File: src/rtl/mod4051_residue_acc.sv
// mod4051_residue_acc
// Folds a stream of 12-bit partial residues (one per 6-bit operand chunk,
// produced by the residue LUT stage) into a single residue modulo MODULUS.
// The result is presented once the beat flagged in_last has been accepted.
//
// Ports:
//   clk, rst         clock (rising edge), asynchronous active-high reset
//   in_valid/ready   input beat handshake; in_ready depends on state only
//   in_data          partial residue
//   in_last          marks the final chunk of the operand
//   out_valid/ready  result handshake; outputs held while out_ready=0
//   out_data         final residue in [0, MODULUS-1]
//   out_count        beats accepted for the operand (wraps mod 2^CNT_W)
//   out_err          sticky out-of-range flag for the operand
//
// Optional feature macro: MOD4051_ACC_RANGE_CHECK_EN
//   defined   : in_data >= MODULUS is pre-reduced and flagged on out_err
//   undefined : in_data must be < MODULUS, out_err tied 0
module mod4051_residue_acc #(
  parameter int MODULUS = 4051,
  parameter int W       = 12,
  parameter int CNT_W   = 7
) (
  input  logic             clk,
  input  logic             rst,
  input  logic             in_valid,
  output logic             in_ready,
  input  logic [W-1:0]     in_data,
  input  logic             in_last,
  output logic             out_valid,
  input  logic             out_ready,
  output logic [W-1:0]     out_data,
  output logic [CNT_W-1:0] out_count,
  output logic             out_err
);

  localparam logic [W-1:0] MOD_W  = W'(MODULUS);
  localparam logic [W:0]   MOD_W1 = (W+1)'(MODULUS);

  typedef enum logic {ACC, DONE} state_t;

  state_t           state, state_nxt;
  logic [W-1:0]     acc;
  logic [CNT_W-1:0] cnt;
  logic [W-1:0]     d_red;
  logic [W:0]       s;
  logic [W-1:0]     acc_nxt;
  logic             accept;

  always_ff @(posedge clk or posedge rst) begin
    if (rst) state <= ACC;
    else     state <= state_nxt;
  end

  always_comb begin
    state_nxt = state;
    in_ready  = 1'b0;
    out_valid = 1'b0;
    case (state)
      ACC: begin
        in_ready = 1'b1;
        if (in_valid && in_last) state_nxt = DONE;
      end
      DONE: begin
        out_valid = 1'b1;
        if (out_ready) state_nxt = ACC;
      end
      default: state_nxt = ACC;
    endcase
  end

  assign accept = in_valid && in_ready;

`ifdef MOD4051_ACC_RANGE_CHECK_EN
  logic in_ge;
  logic err;
  logic out_err_q;

  // in_data < 2^W < 2*MODULUS, so one subtract brings it into range.
  assign in_ge = (in_data >= MOD_W);
  assign d_red = in_ge ? (in_data - MOD_W) : in_data;

  always_ff @(posedge clk or posedge rst) begin
    if (rst) begin
      err       <= 1'b0;
      out_err_q <= 1'b0;
    end else if (accept) begin
      if (in_last) begin
        out_err_q <= err | in_ge;
        err       <= 1'b0;
      end else begin
        err <= err | in_ge;
      end
    end
  end

  assign out_err = out_err_q;
`else
  assign d_red   = in_data;
  assign out_err = 1'b0;
`endif

  // Both operands are < MODULUS, so the sum is < 2*MODULUS. The subtract
  // is done at W bits: the true difference is < 2^W, so truncation is exact.
  assign s       = {1'b0, acc} + {1'b0, d_red};
  assign acc_nxt = (s >= MOD_W1) ? (s[W-1:0] - MOD_W) : s[W-1:0];

  always_ff @(posedge clk or posedge rst) begin
    if (rst) begin
      acc       <= '0;
      cnt       <= '0;
      out_data  <= '0;
      out_count <= '0;
    end else if (accept) begin
      if (in_last) begin
        out_data  <= acc_nxt;
        out_count <= cnt + CNT_W'(1);
        acc       <= '0;
        cnt       <= '0;
      end else begin
        acc <= acc_nxt;
        cnt <= cnt + CNT_W'(1);
      end
    end
  end

endmodule

File: config.mk
export PLATFORM = sky130hd
export DESIGN_NAME = mod4051_residue_acc
export DESIGN_NICKNAME = d
export VERILOG_FILES = /design/src/rtl/mod4051_residue_acc.sv
export SDC_FILE = /design/constraint.sdc
export NUM_CORES = 1
export LEC_CHECK = 0
export BUFFER_PORTS_ARGS = -buffer_cell sky130_fd_sc_hd__clkbuf_2
export CORE_ASPECT_RATIO = 1.25
export CORE_UTILIZATION = 37
export DETAILED_ROUTE_END_ITERATION = 6
export PLACE_DENSITY = 0.59
export RECOVER_POWER = 25
export SLEW_MARGIN = 20
export SYNTH_ARGS = -nofsm -noshare
export SYNTH_HDL_FRONTEND = slang
export SYNTH_SLANG_ARGS = --single-unit
File: constraint.sdc
create_clock -name clk -period 8.15 [get_ports clk]
set_clock_uncertainty 0.2 [all_clocks]
set_input_delay 1.2225 -clock clk [delete_from_list [all_inputs] [get_ports clk]]
set_output_delay 1.2225 -clock clk [all_outputs]
set_load 0.1 [all_outputs]
==> metrics, run 1 <==
Critical path origin in_data[6]; sort of element at the end of the critical path register; clock slew at reported path FFs 90 ps; Synth area leaders sky130_fd_sc_hd__dfrtp_1, sky130_fd_sc_hd__nand2_1, sky130_fd_sc_hd__ha_1; count of non-filler cells in the finished layout 422; height of the die 96.2 um; post-synth top area share 37.1%; antenna violations before repair 0; number of synthesized flops with an enable pin 0; later-pin clock latency in the skew report ~300 ps; Site Rows 34; vias in the first global route 2,246; Crit Path Class in2reg; post-synthesis sequential element count 39; startpoint kind of the worst setup timing path primary input; Die Width approximately 77 um; Final Critical Period 4810 ps; nets@finish approximately 360; maximum fanout count along the critical path 17; initial cell density of the core 37.9%; Routed WL per cell ~15 um; share of the yosys chip area belonging to registers 37.1%; top achievable clock speed 208 MHz; clock buffer depth 2; Min-Delay Path Class reg2reg; pre-CTS setup slack 3110 ps; Top FF cell, synth sky130_fd_sc_hd__dfrtp_1; detailed-routing iteration count for the pre-antenna-repair pass 6; CTS-repair resized insts 0; Required @ worst endpoint 8150 ps; Inserted Diodes 0; commonest cells after routing, fill and taps aside sky130_fd_sc_hd__nand2_1, sky130_fd_sc_hd__dfrtp_1, sky130_fd_sc_hd__clkbuf_2, sky130_fd_sc_hd__o21ai_0, sky130_fd_sc_hd__nand3_1; share of post-route cells with drive strength above 1 16.3%; routability congestion estimate 0.838; count of unresolved DRC violations after routing 0; vias 2,343; io pins 39; cell chosen for the clock root sky130_fd_sc_hd__clkbuf_8; Worst R2R Start acc[6]; Syn Std Cell Area approximately 2600 um2; Via density 5.55; cts hold-fix bufs 0; crit share post-route 59.0%; least setup slack across all paths after layout 3340 ps; global-route wire length before repair 10,700 um; placed cell count 414; final count of hold timing violations 0; transition time at the pin with the least slew margin 2150 ps; largest net degree at the start of global routing 40; count of yosys warnings during synthesis 0; cells after synthesis 302; Synth cell types 56; quantity of I/O buffers inserted on ports 37; aggregate global routing overflow 0; cell type contributing the most total cell area after synthesis sky130_fd_sc_hd__dfrtp_1; final setup fails 0; count of final max-slew check failures 40; max-slew headroom at the worst pin -43.0%; post-CTS setup repair buffer count 0; Avg Inst Size Synth approximately 8.7 um2; number of clock sinks seen by CTS 39; total nets after synthesis 334; max-cap violations 1; area enclosed by the die boundary 7440 um2; share of synthesized flip-flops with an asynchronous set or reset 100%; outcome finished with violations; endpoint arrival time on the critical path 4800 ps; setup TNS 0 ps; number of CTS-inserted buffers 5; overall track demand over capacity in global routing 18.2%; hold path startpoint out_count[3]; violations in the final reports max-capacitance violations, max-slew violations; DPL Wire Length between 4000 and 5000 um; clock tree from TritonCTS done; total wire length 6370 um; unrepaired setup endpoints after global routing false; core outline area 6930 um2; commonest non-fill, non-tap cell in the layout sky130_fd_sc_hd__nand2_1; first-iteration detailed-routing DRC count 93; H-tree depth reported by CTS 2; layout overhead on the synthesized area 12.9%; number of nets still failing antenna checks after routing 0
final cells by class:
cell class	instances	area (um2)
clock buffers	5	68.8
well taps	90	113
clock inverters	3	43.8
inverters	6	22.5
flip-flops and latches	39	976
multi-input cells	241	1550
repair buffers	38	189
fillers	703	3970
path summary, 6_finish.rpt:
| check | end | slack, ps | cells past startpoint |
|---|---|---|---|
| worst max-delay path | acc[2] | 3340 | 10 |
| worst min-delay path | out_count[3] | 290 | 2 |
| worst max register to register | acc[2] | 3950 | 9 |
| worst min register to register | out_count[3] | 290 | 2 |
| max in group asynchronous | acc[1] | 5040 | 3 |
| min in group asynchronous | out_count[3] | 1480 | 3 |
routing by layer:
layer  up-vias  wire length [um]  GRT usage [%]
met4         0               146           8.81
met3        13               205           2.18
met5         -                 0              0
met2        50              3070           30.8
met1      1117              2940           23.1
li1       1163                 -              -
registers in the layout, indices dropped and copies added, names as in the netlist:
register   count
state          1
out_count      7
out_data      12
cnt            7
acc           12
kinds of logic after synthesis:
| group | after synthesis | share of synthesized area (%) |
|---|---|---|
| xor gates and xnor gates | 17 | 5.67 |
| adders and majority gates | 15 | 7.43 |
| AOI/OAI and AO/OA | 89 | 23.2 |
| and+or+nand+nor | 116 | 21.4 |
| buffers and inverters | 22 | 3.71 |
| DFF | 39 | 37.1 |
| other | 1 | 0.143 |
| muxes | 3 | 1.24 |
synth_stat cells (3+ instances only):
cell type                  number
sky130_fd_sc_hd__a31oi_1        7
sky130_fd_sc_hd__and2_1         3
sky130_fd_sc_hd__nand3_1       15
sky130_fd_sc_hd__o211ai_1       4
sky130_fd_sc_hd__o21ai_0       29
sky130_fd_sc_hd__and3_1         3
sky130_fd_sc_hd__or3_1          4
sky130_fd_sc_hd__a21oi_1       10
sky130_fd_sc_hd__inv_1          6
sky130_fd_sc_hd__a211o_1        7
sky130_fd_sc_hd__buf_2          3
sky130_fd_sc_hd__xor2_1        10
sky130_fd_sc_hd__xnor2_1        7
sky130_fd_sc_hd__clkbuf_1      10
sky130_fd_sc_hd__nor2_1        13
sky130_fd_sc_hd__o21ai_1        4
sky130_fd_sc_hd__nand2_1       49
sky130_fd_sc_hd__nor3b_1        3
sky130_fd_sc_hd__dfrtp_1       39
sky130_fd_sc_hd__nor3_1         5
sky130_fd_sc_hd__nand4_1        8
sky130_fd_sc_hd__a21o_1         8
sky130_fd_sc_hd__ha_1          14
critical path, cell delays in order:
cell,delay [ps]
sky130_fd_sc_hd__clkbuf_2,90
sky130_fd_sc_hd__ha_1,370
sky130_fd_sc_hd__a2111oi_0,570
sky130_fd_sc_hd__o21ai_2,120
sky130_fd_sc_hd__a41oi_1,280
sky130_fd_sc_hd__xor2_1,180
sky130_fd_sc_hd__or4_1,650
sky130_fd_sc_hd__o41ai_4,840
sky130_fd_sc_hd__nand3b_1,190
sky130_fd_sc_hd__a32o_1,300
stage by stage:
stage          area [um2]  utilization (%)  hold slack, ps
2_1_floorplan        2630                -             254
3_3_place_gp         2860             41.2             265
3_5_place_dp         2860             41.2             274
4_1_cts              2970             42.8             293
5_1_grt              2970             42.8             321
6_report             2970             42.8             288
Power of run 1 is not shown: default switching activity piles up to over one toggle a cycle in this logic, so the estimate is an artifact.
==> run 2, diff against run 1 <==
ABC_AREA = 1   (was default)
clock period = 4.58 ns   (was 8.15 ns; I/O delays follow)
==> metrics, run 2 <==
outcome finished with violations; violations in the final reports max-capacitance violations, max-slew violations; Synth cell types 26 (-54%); post-CTS setup repair buffer count 0 (unchanged); hold path cells 2 (unchanged); max-cap violations 1 (unchanged); cell chosen for the clock root sky130_fd_sc_hd__clkbuf_8; initial cell density of the core 39.0% (+1.1 points); share of synthesized flip-flops with an asynchronous set or reset 100% (unchanged); commonest cells after routing, fill and taps aside sky130_fd_sc_hd__nand2_1, sky130_fd_sc_hd__inv_1, sky130_fd_sc_hd__nand3_1, sky130_fd_sc_hd__dfrtp_1, sky130_fd_sc_hd__clkbuf_2; switching power as a share of total power 57.8%; count of unresolved DRC violations after routing 0 (unchanged); total wire length 6570 um (+3.3%); post-synthesis sequential element count 39 (unchanged); maximum fanout count along the critical path 13 (-4); net switching power figure 1.43 mW; cell with the most instances after synthesis sky130_fd_sc_hd__nand2_1; Final Critical Period 3120 ps; vias in the first global route 2,522 (+12%); DPL Wire Length 5020 um (+8.5%); Top Registers acc (12), out_data (12); number of CTS-inserted buffers 5 (unchanged); commonest non-fill, non-tap cell in the layout sky130_fd_sc_hd__nand2_1; Min-Delay Path Class reg2reg; overall track demand over capacity in global routing 18.1% (-0.069 points); leakage 1.86 nW; height of the die 98.4 um (+2.3%); post-synth top area share 35.5% (-1.7 points); first-iteration detailed-routing DRC count 65 (-30%); flip-flop and latch area 976 um2 (unchanged); setup TNS 0 ps (unchanged); vias 2,550 (+8.8%); Required @ worst endpoint 4560 ps (-3590 ps); global-route wire length before repair 11,300 um (+5.7%); part of the power in the clock network 10.4%; Avg Inst Size Synth 6.69 um2 (-23%); cts hold-fix bufs 0 (unchanged); Synth area leaders sky130_fd_sc_hd__dfrtp_1, sky130_fd_sc_hd__nand2_1, sky130_fd_sc_hd__inv_1; cell with the largest stage delay on the worst path sky130_fd_sc_hd__fa_1; Inserted Diodes 0 (unchanged); cells after synthesis 411 (+36%); Via density 4.71 (-15%); power density over the cells 790 nW/um2; clock tree from TritonCTS done; detailed-routing iteration count for the pre-antenna-repair pass 4 (-2); largest net degree at the start of global routing 40 (unchanged); Die Width 79.1 um (+2.3%); Max rail drop VDD 0.477 mV; startpoint kind of the worst setup timing path primary input; number of synthesized flops with an enable pin 0 (unchanged); unrepaired setup endpoints after global routing false; clock slew at reported path FFs 80 ps (about the same); transition time at the pin with the least slew margin 2150 ps (+2.49 ps); aggregate global routing overflow 0 (unchanged); library cell appearing most often on the critical path sky130_fd_sc_hd__nand2_1; area of the multi-input gates 1520 um2 (-2.2%); Syn Std Cell Area 2750 um2 (+4.7%); endpoint arrival time on the critical path 3100 ps (-1700 ps); later-pin clock latency in the skew report 290 ps (about the same); nets@finish 482 (+33%); area enclosed by the die boundary 7790 um2 (+4.6%); top cells by instance count after synthesis sky130_fd_sc_hd__nand2_1, sky130_fd_sc_hd__inv_1, sky130_fd_sc_hd__dfrtp_1, sky130_fd_sc_hd__nand3_1, sky130_fd_sc_hd__nor2_1; core outline area 7060 um2 (+1.8%); layout filler cell count 747 (+6.3%); clock buffer depth 2 (unchanged); crit share post-route 68.0%; max-slew headroom at the worst pin -43.2% (-0.17 points); critical path, cell by cell clkbuf_2 > ha_1 > fa_1 > nand3_1 > nand3_2 > nand2_1 > nand2_1 > nand2_1 > nand2_1 > inv_1 > nand2_1 > nor2_1 > nand3_2 > nand2_2 > nand2_1 > nand3_1 > nand2_1; io pins 39 (unchanged); antenna violations before repair 0 (unchanged); register share of total power 21.3%; Site Rows 34 (unchanged); number of cells traversed by the worst register-to-register path 16 (+7); final count of hold timing violations 0 (unchanged); cell type contributing the most total cell area after synthesis sky130_fd_sc_hd__dfrtp_1; routability congestion estimate 0.839 (about the same); layout overhead on the synthesized area 13.6%; count of final max-slew check failures 40 (unchanged); Top FF cell, synth sky130_fd_sc_hd__dfrtp_1; pre-CTS setup slack 1150 ps (-1960 ps); sort of element at the end of the critical path register; Pint 1.04 mW; H-tree depth reported by CTS 2 (unchanged); top achievable clock speed around 320 MHz; combinational power share 68.2%; number of clock sinks seen by CTS 39 (unchanged); share of the yosys chip area belonging to registers 35.5% (-1.7 points); count of yosys warnings during synthesis 0 (unchanged); final setup fails 0 (unchanged); share of post-route cells with drive strength above 1 14.2% (-2.1 points); least setup slack across all paths after layout 1460 ps (-1880 ps); Crit Path Class in2reg; number of nets still failing antenna checks after routing 0 (unchanged); CTS-repair resized insts 0 (unchanged); quantity of I/O buffers inserted on ports 37 (unchanged); total nets after synthesis 443 (+33%); Routed WL per cell 12.1 um (-19%); maximum cell stage delay along the critical path 440 ps (-400 ps)
-- run 2: cell count changes after synthesis, sizes merged, moves of 5 or more --
cell,change
nand2,+139
o21ai,-26
a21o,-8
clkbuf,-6
a211o,-7
nor3,-5
nor2,+8
xnor2,-5
inv,+49
a31oi,-6
a21oi,-6
nand3,+27
-- run 2: path summary, 6_finish.rpt --
check | endpoint | startpoint | slack [ps]
min in group asynchronous | state | rst | 950
max | out_data[6] | in_data[0] | 1460
max reg2reg | out_data[6] | acc[0] | 1540
min | out_count[2] | out_count[2] | 280
max in group asynchronous | cnt[0] | rst | 2000
min reg2reg | out_count[2] | out_count[2] | 280
-- run 2: logic make-up after synthesis --
group | synth area share [%]
other | 0.136
buffers and inverters | 9.28
xor gates and xnor gates | 3.50
AOI/OAI and AO/OA | 4.46
and+or+nand+nor | 40.1
DFF | 35.5
adders and majority gates | 7.09
-- run 2: layout make-up --
cell class / count / share of cell area, %
clock buffer: 8 / 3.20
timing repair buffer: 41 / 6.76
inverter: 55 / 6.60
sequential: 39 / 31.2
multi-input combinational: 308 / 48.6
tap: 90 / 3.60
-- run 2: critical path: cells and delay by family --
| kind | cells | cell delay, ps |
|---|---|---|
| simple gates | 13 | 1560 |
| fa+ha+maj | 2 | 680 |
| buf+inv | 2 | 180 |
-- run 2: per-stage QoR --
| stage | hold slack, ps | power, mW | area [um2] | std cells | util, % |
|---|---|---|---|---|---|
| global placement | 255 | 2.20 | 3030 | 533 | 42.9 |
| CTS | 281 | 2.49 | 3130 | 541 | 44.3 |
| global route | 305 | 2.70 | 3130 | 541 | 44.3 |
| detailed placement | 263 | 2.21 | 3030 | 533 | 42.9 |
| finish | 277 | 2.47 | 3130 | 541 | 44.3 |
| floorplan | 253 | 1.92 | 2750 | 411 | - |
-- run 2: power by group through the flow --
stage               Combinational [mW]  Sequential (mW)  Clock (mW)
floorplan                        0.977            0.940           0
finish                            1.69            0.527       0.258
global route                      1.88            0.543       0.277
detailed placement                1.68            0.534           0
global placement                  1.67            0.534           0
CTS                               1.69            0.529       0.268
-- run 2: per-layer routing --
metal / global-route usage, % / part of all wire [%] / vias to the layer above
li1: - / - / 1356
met1: 23.6 / 47 / 1150
met2: 31.4 / 49 / 38
met3: 2.31 / 3.1 / 6
met4: 4.62 / 1.0 / 0
met5: 0 / 0 / -
No activity file was read; power rests on OpenSTA's default activity.
